==> src/rtl/serial_add_sub.sv <==
// Multi-cycle adder/subtractor: WIDTH-bit operands processed CHUNK bits per clock with a registered carry.
// Define SERIAL_ADD_SUB_OVF_EN to build the signed overflow flag; otherwise Ovf is tied to 0.
module serial_add_sub #(
    parameter int WIDTH = 16,
    parameter int CHUNK = 4
) (
    input  logic             clk,
    input  logic             rst,
    input  logic             start,
    input  logic             sub,
    input  logic             Cin,
    input  logic [WIDTH-1:0] A,
    input  logic [WIDTH-1:0] B,
    output logic [WIDTH-1:0] S,
    output logic             Cout,
    output logic             Ovf,
    output logic             busy,
    output logic             done
);

    localparam int N     = WIDTH / CHUNK;
    localparam int IDX_W = (N > 1) ? $clog2(N) : 1;

    generate
        if ((WIDTH % CHUNK) != 0 || CHUNK < 1) begin : g_bad_chunk
            $error("serial_add_sub: WIDTH must be a positive multiple of CHUNK");
        end
    endgenerate

    typedef enum logic [1:0] {IDLE, RUN, DONE} state_t;

    state_t             state_q, state_d;
    logic [IDX_W-1:0]   idx_q, idx_d;
    logic [WIDTH-1:0]   a_q, a_d, b_q, b_d, res_q, res_d, s_q, s_d;
    logic               carry_q, carry_d, cout_q, cout_d, busy_q, busy_d, done_q, done_d;
    logic [CHUNK-1:0]   a_chunk, b_chunk;
    logic [CHUNK:0]     chunk_sum;
    int                 base;
`ifdef SERIAL_ADD_SUB_OVF_EN
    logic               ovf_q, ovf_d;
    logic               msb_cin;
`endif

    // NOTE: every variable gets a default before the case so no path leaves one unassigned (no latches).
    always_comb begin
        base      = int'(idx_q) * CHUNK;
        a_chunk   = a_q[base +: CHUNK];
        b_chunk   = b_q[base +: CHUNK];
        chunk_sum = {1'b0, a_chunk} + {1'b0, b_chunk} + {{CHUNK{1'b0}}, carry_q};

        state_d = state_q;
        idx_d   = idx_q;
        a_d     = a_q;
        b_d     = b_q;
        res_d   = res_q;
        s_d     = s_q;
        carry_d = carry_q;
        cout_d  = cout_q;
        busy_d  = busy_q;
        done_d  = 1'b0;
`ifdef SERIAL_ADD_SUB_OVF_EN
        // Carry into the MSB recovered from the MSB's own sum bit.
        msb_cin = a_chunk[CHUNK-1] ^ b_chunk[CHUNK-1] ^ chunk_sum[CHUNK-1];
        ovf_d   = ovf_q;
`endif

        case (state_q)
            IDLE: begin
                if (start) begin
                    a_d     = A;
                    b_d     = sub ? ~B : B;
                    carry_d = sub ? 1'b1 : Cin;
                    idx_d   = '0;
                    busy_d  = 1'b1;
                    state_d = RUN;
                end
            end
            RUN: begin
                res_d[base +: CHUNK] = chunk_sum[CHUNK-1:0];
                carry_d              = chunk_sum[CHUNK];
                if (idx_q == IDX_W'(N - 1)) begin
                    idx_d   = '0;
                    s_d     = res_d;
                    cout_d  = chunk_sum[CHUNK];
                    done_d  = 1'b1;
                    state_d = DONE;
`ifdef SERIAL_ADD_SUB_OVF_EN
                    ovf_d   = msb_cin ^ chunk_sum[CHUNK];
`endif
                end else begin
                    idx_d = idx_q + 1'b1;
                end
            end
            DONE: begin
                busy_d  = 1'b0;
                state_d = IDLE;
            end
            default: begin
                busy_d  = 1'b0;
                state_d = IDLE;
            end
        endcase
    end

    // NOTE: sequential state uses non-blocking assignments so all flops update together at the edge.
    always_ff @(posedge clk or posedge rst) begin
        if (rst) begin
            state_q <= IDLE;
            idx_q   <= '0;
            a_q     <= '0;
            b_q     <= '0;
            res_q   <= '0;
            s_q     <= '0;
            carry_q <= 1'b0;
            cout_q  <= 1'b0;
            busy_q  <= 1'b0;
            done_q  <= 1'b0;
`ifdef SERIAL_ADD_SUB_OVF_EN
            ovf_q   <= 1'b0;
`endif
        end else begin
            state_q <= state_d;
            idx_q   <= idx_d;
            a_q     <= a_d;
            b_q     <= b_d;
            res_q   <= res_d;
            s_q     <= s_d;
            carry_q <= carry_d;
            cout_q  <= cout_d;
            busy_q  <= busy_d;
            done_q  <= done_d;
`ifdef SERIAL_ADD_SUB_OVF_EN
            ovf_q   <= ovf_d;
`endif
        end
    end

    assign S    = s_q;
    assign Cout = cout_q;
    assign busy = busy_q;
    assign done = done_q;
`ifdef SERIAL_ADD_SUB_OVF_EN
    assign Ovf  = ovf_q;
`else
    assign Ovf  = 1'b0;
`endif

endmodule

==> config.mk <==
export PLATFORM = sky130hd
export DESIGN_NAME = serial_add_sub
export DESIGN_NICKNAME = d
export VERILOG_FILES = /design/src/rtl/serial_add_sub.sv
export SDC_FILE = /design/constraint.sdc
export NUM_CORES = 1
export LEC_CHECK = 0
export BUFFER_PORTS_ARGS = -buffer_cell sky130_fd_sc_hd__buf_2
export CAP_MARGIN = 20
export CORE_UTILIZATION = 60
export CTS_CLUSTER_DIAMETER = 60
export CTS_CLUSTER_SIZE = 30
export DETAILED_ROUTE_END_ITERATION = 8
export GPL_TIMING_DRIVEN = 0
export PLACE_DENSITY_LB_ADDON = 0.3
export SETUP_SLACK_MARGIN = 0.02
export SYNTH_ARGS = -nofsm -noshare
export SYNTH_HDL_FRONTEND = slang
export SYNTH_SLANG_ARGS = --single-unit
export TNS_END_PERCENT = 50
==> constraint.sdc <==
create_clock -name clk -period 9.14 [get_ports clk]
set_clock_uncertainty 0.05 [all_clocks]
set_input_delay 0.914 -clock clk [delete_from_list [all_inputs] [get_ports clk]]
set_output_delay 0.914 -clock clk [all_outputs]
set_load 0.005 [all_outputs]
==> results.ini <==
[timing]
min_period_ns = 3.41
fin_tns_setup_ns = 0
hold_viol_final = 0
fmax_mhz = 293
max_slew_margin_pct = 43.0
fin_ws_ns = 5.73
finalCritPeriodShare_pct = 37.3
rsz0062_at_grt = no
slew_violations = 0
setup_viol = 0
tightest_slew_ns = 0.856

[layout]
multi_input_area_mm2 = 0.00146
area_growth_pct = 15.4
num-nets-final = 393
register_area_mm2 = 0.00180
antenna_cells = 0
drive_gt1_share_pct = 29.4
nFillCells = 392

[placement]
dp_hpwl_mm = 4.66
post-place-ws_ns = 5.77
io_buffers = 54
place_congestion = 0.788

[power_and_ir_drop]
power_frac_seq_pct = 34.5
intPower_mw = 0.904
p_per_area_mw_per_mm2 = 401
swShare_pct = 42.2
pwr-share-clk_pct = 13.8
share_comb_of_total_power_pct = 51.7
ir_drop_uv = 225
switching_power_mw = 0.660
leakage_nw = 1.76
total_power_mw = 1.56

[grt]
grt_max_degree = 73
grt_pass1_vias = 2580
gr-total-overflow = 0
grt_pass1_wl_mm = 11.7
grt_usage_pct = 26.1
antenna_found_initial = 0

[clock_tree]
htree_num_levels = 3
clockBufferDepth = 2
cts_resized = 0
hold_buffers = 0
clock-root-buffer = clkbuf_8
clkTransAtPathRegs_ns = 0.07
numCtsBuffers = 9
worst_skew_pair.late_latency_ns = 0.35
postCtsSetupRepairBufs = 0
tritoncts = built
clock-sinks = 72

[worst_setup_path]
arrival_ns = 3.65
worstSetupStartpointType = flip-flop
path_max_fanout = 10
critical_path_class = flip-flop to flip-flop
required_ns = 9.38
end_kind = flip-flop

[route]
wire_per_inst_um = 15.8
drt-initial-drc-count = 162
dr.pass1.iters = 4
wl_met1_mm = 2.85
met2_length_mm = 3.37
drt_wl_total_mm = 6.65
vias = 2429
via_per_inst = 5.78
top_layer = met4
drtAntennaViolNets = 0
route.detailed.drc = 0
met3_length_um = 292

[synth]
ys_seq_elements = 72
yosysWarningCount = 0
seq_area_frac_synth_pct = 53.3
synth_edf_count = 0
synth_area_per_cell_um2 = 12.1
synth_flop_cell = dfrtp_1
syn-num-nets = 328
syn_area_mm2 = 0.00338
synthArstFlopShare_pct = 100
synthCells = 280
synth.distinct_cells = 32

[hold_path]
min_path_type = flip-flop to flip-flop

[run]
maxCapViolations = 0

[floorplan]
die_area_mm2 = 0.00594
pin_count = 57
chipWidth_um = 77.1
rows = 26
initial_utilization_pct = 64.2
chipHeight_um = 77.1
coreArea_mm2 = 0.00527

[status]
status = finished clean

==> layout make-up <==
| cell class | count | area share [%] |
|---|---|---|
| multi-input combinational | 180 | 37.5 |
| buffer | 17 | 1.99 |
| timing repair buffer | 54 | 6.92 |
| sequential | 72 | 46.2 |
| clock buffer | 16 | 4.10 |
| tap | 70 | 2.24 |
| inverter | 11 | 1.12 |
==> final timing paths <==
check,start,endpoint,cells after the start,slack [ns]
worst max register to register,idx_q[0],res_q[6],7,5.73
min in group asynchronous,rst,a_q[5],2,0.69
worst min-delay path,res_q[9],res_q[9],1,0.44
worst max-delay path,idx_q[0],res_q[6],7,5.73
max in group asynchronous,rst,S[4],2,7.79
worst min register to register,res_q[9],res_q[9],1,0.44
==> metal layers <==
metal	track usage, %	up-vias
li1	-	1140
met1	32.1	1202
met2	43.0	74
met3	5.83	13
met4	13.8	0
met5	0	-
==> cell usage after synthesis, types with 2 or more instances <==
master	n	area share, %
a22o_1	6	1.6
o21ai_0	3	0.44
inv_1	11	1.2
xnor2_1	16	4.1
and2_1	2	0.37
ha_1	9	3.3
a221oi_1	12	3.1
a32o_1	12	3.6
buf_1	2	0.22
nor4b_2	2	0.89
a21o_1	4	0.89
a21oi_1	22	3.3
dfrtp_1	72	53
mux4_2	8	5.3
nor2_1	46	5.1
nand2_1	6	0.67
clkbuf_1	6	0.67
a32oi_1	4	1.0
fa_1	2	1.2
mux2_2	16	5.3
buf_2	8	1.2
==> placed cells by master (no fill, tap or decap), drive strengths merged, types with 2 or more instances in the layout <==
cell type,netlist,routed
a22o,6,6
clkbuf,6,22
a21o,4,4
mux2,16,16
fa,2,2
o21ai,3,3
nor2,46,46
inv,11,11
a32o,12,12
a221oi,12,12
nand2,6,6
a21oi,22,22
a32oi,4,4
xnor2,16,16
ha,9,9
dfrtp,72,72
mux4,8,8
and2,2,2
buf,11,65
nor4b,3,3
==> power groups by stage <==
stage          clock (mW)  sequential (mW)  combinational [mW]
2_1_floorplan           0            0.533               0.575
3_3_place_gp            0            0.539               0.769
3_5_place_dp            0            0.546               0.807
4_1_cts             0.221            0.540               0.811
5_1_grt             0.231            0.560               0.897
6_report            0.216            0.540               0.808
==> kinds of logic (layout without fill, tap and decap cells) <==
kind of cell / after synthesis / after routing / synth area share, %
XOR/XNOR: 17 / 17 / 4.40
other: 1 / 1 / 0.111
multiplexers: 24 / 24 / 10.7
adder cells (fa/ha/maj): 11 / 11 / 4.51
flip-flops: 72 / 72 / 53.3
buffers and inverters: 28 / 98 / 3.51
AO/OA/AOI/OAI: 65 / 65 / 14.3
AND/OR/NAND/NOR: 62 / 62 / 9.25
==> through the flow <==
step                cell area [um^2]  cells  hold WS (ns)  util [%]
floorplan                       3380    280         0.416         -
global placement                3740    404         0.424      71.0
detailed placement              3740    404         0.429      71.0
CTS                             3900    420         0.447      74.1
global route                    3900    420         0.467      74.1
finish                          3900    420         0.443      74.1
==> sequential cells by signal, indices dropped and copies added, names as in the netlist <==
register,flops
S,16
a_q,16
b_q,16
res_q,16
idx_q,2
state_q,2
Cout,1
busy,1
carry_q,1
done,1
==> worst max-delay path, stage by stage, from the launching register on <==
cell     delay (ns)
dfrtp_1        0.49
buf_2          0.37
mux4_2         0.57
fa_1           0.44
fa_1           0.42
xor2_1         0.46
and2_1         0.35
a22o_1         0.19
No activity file was read; power rests on OpenSTA's default activity.
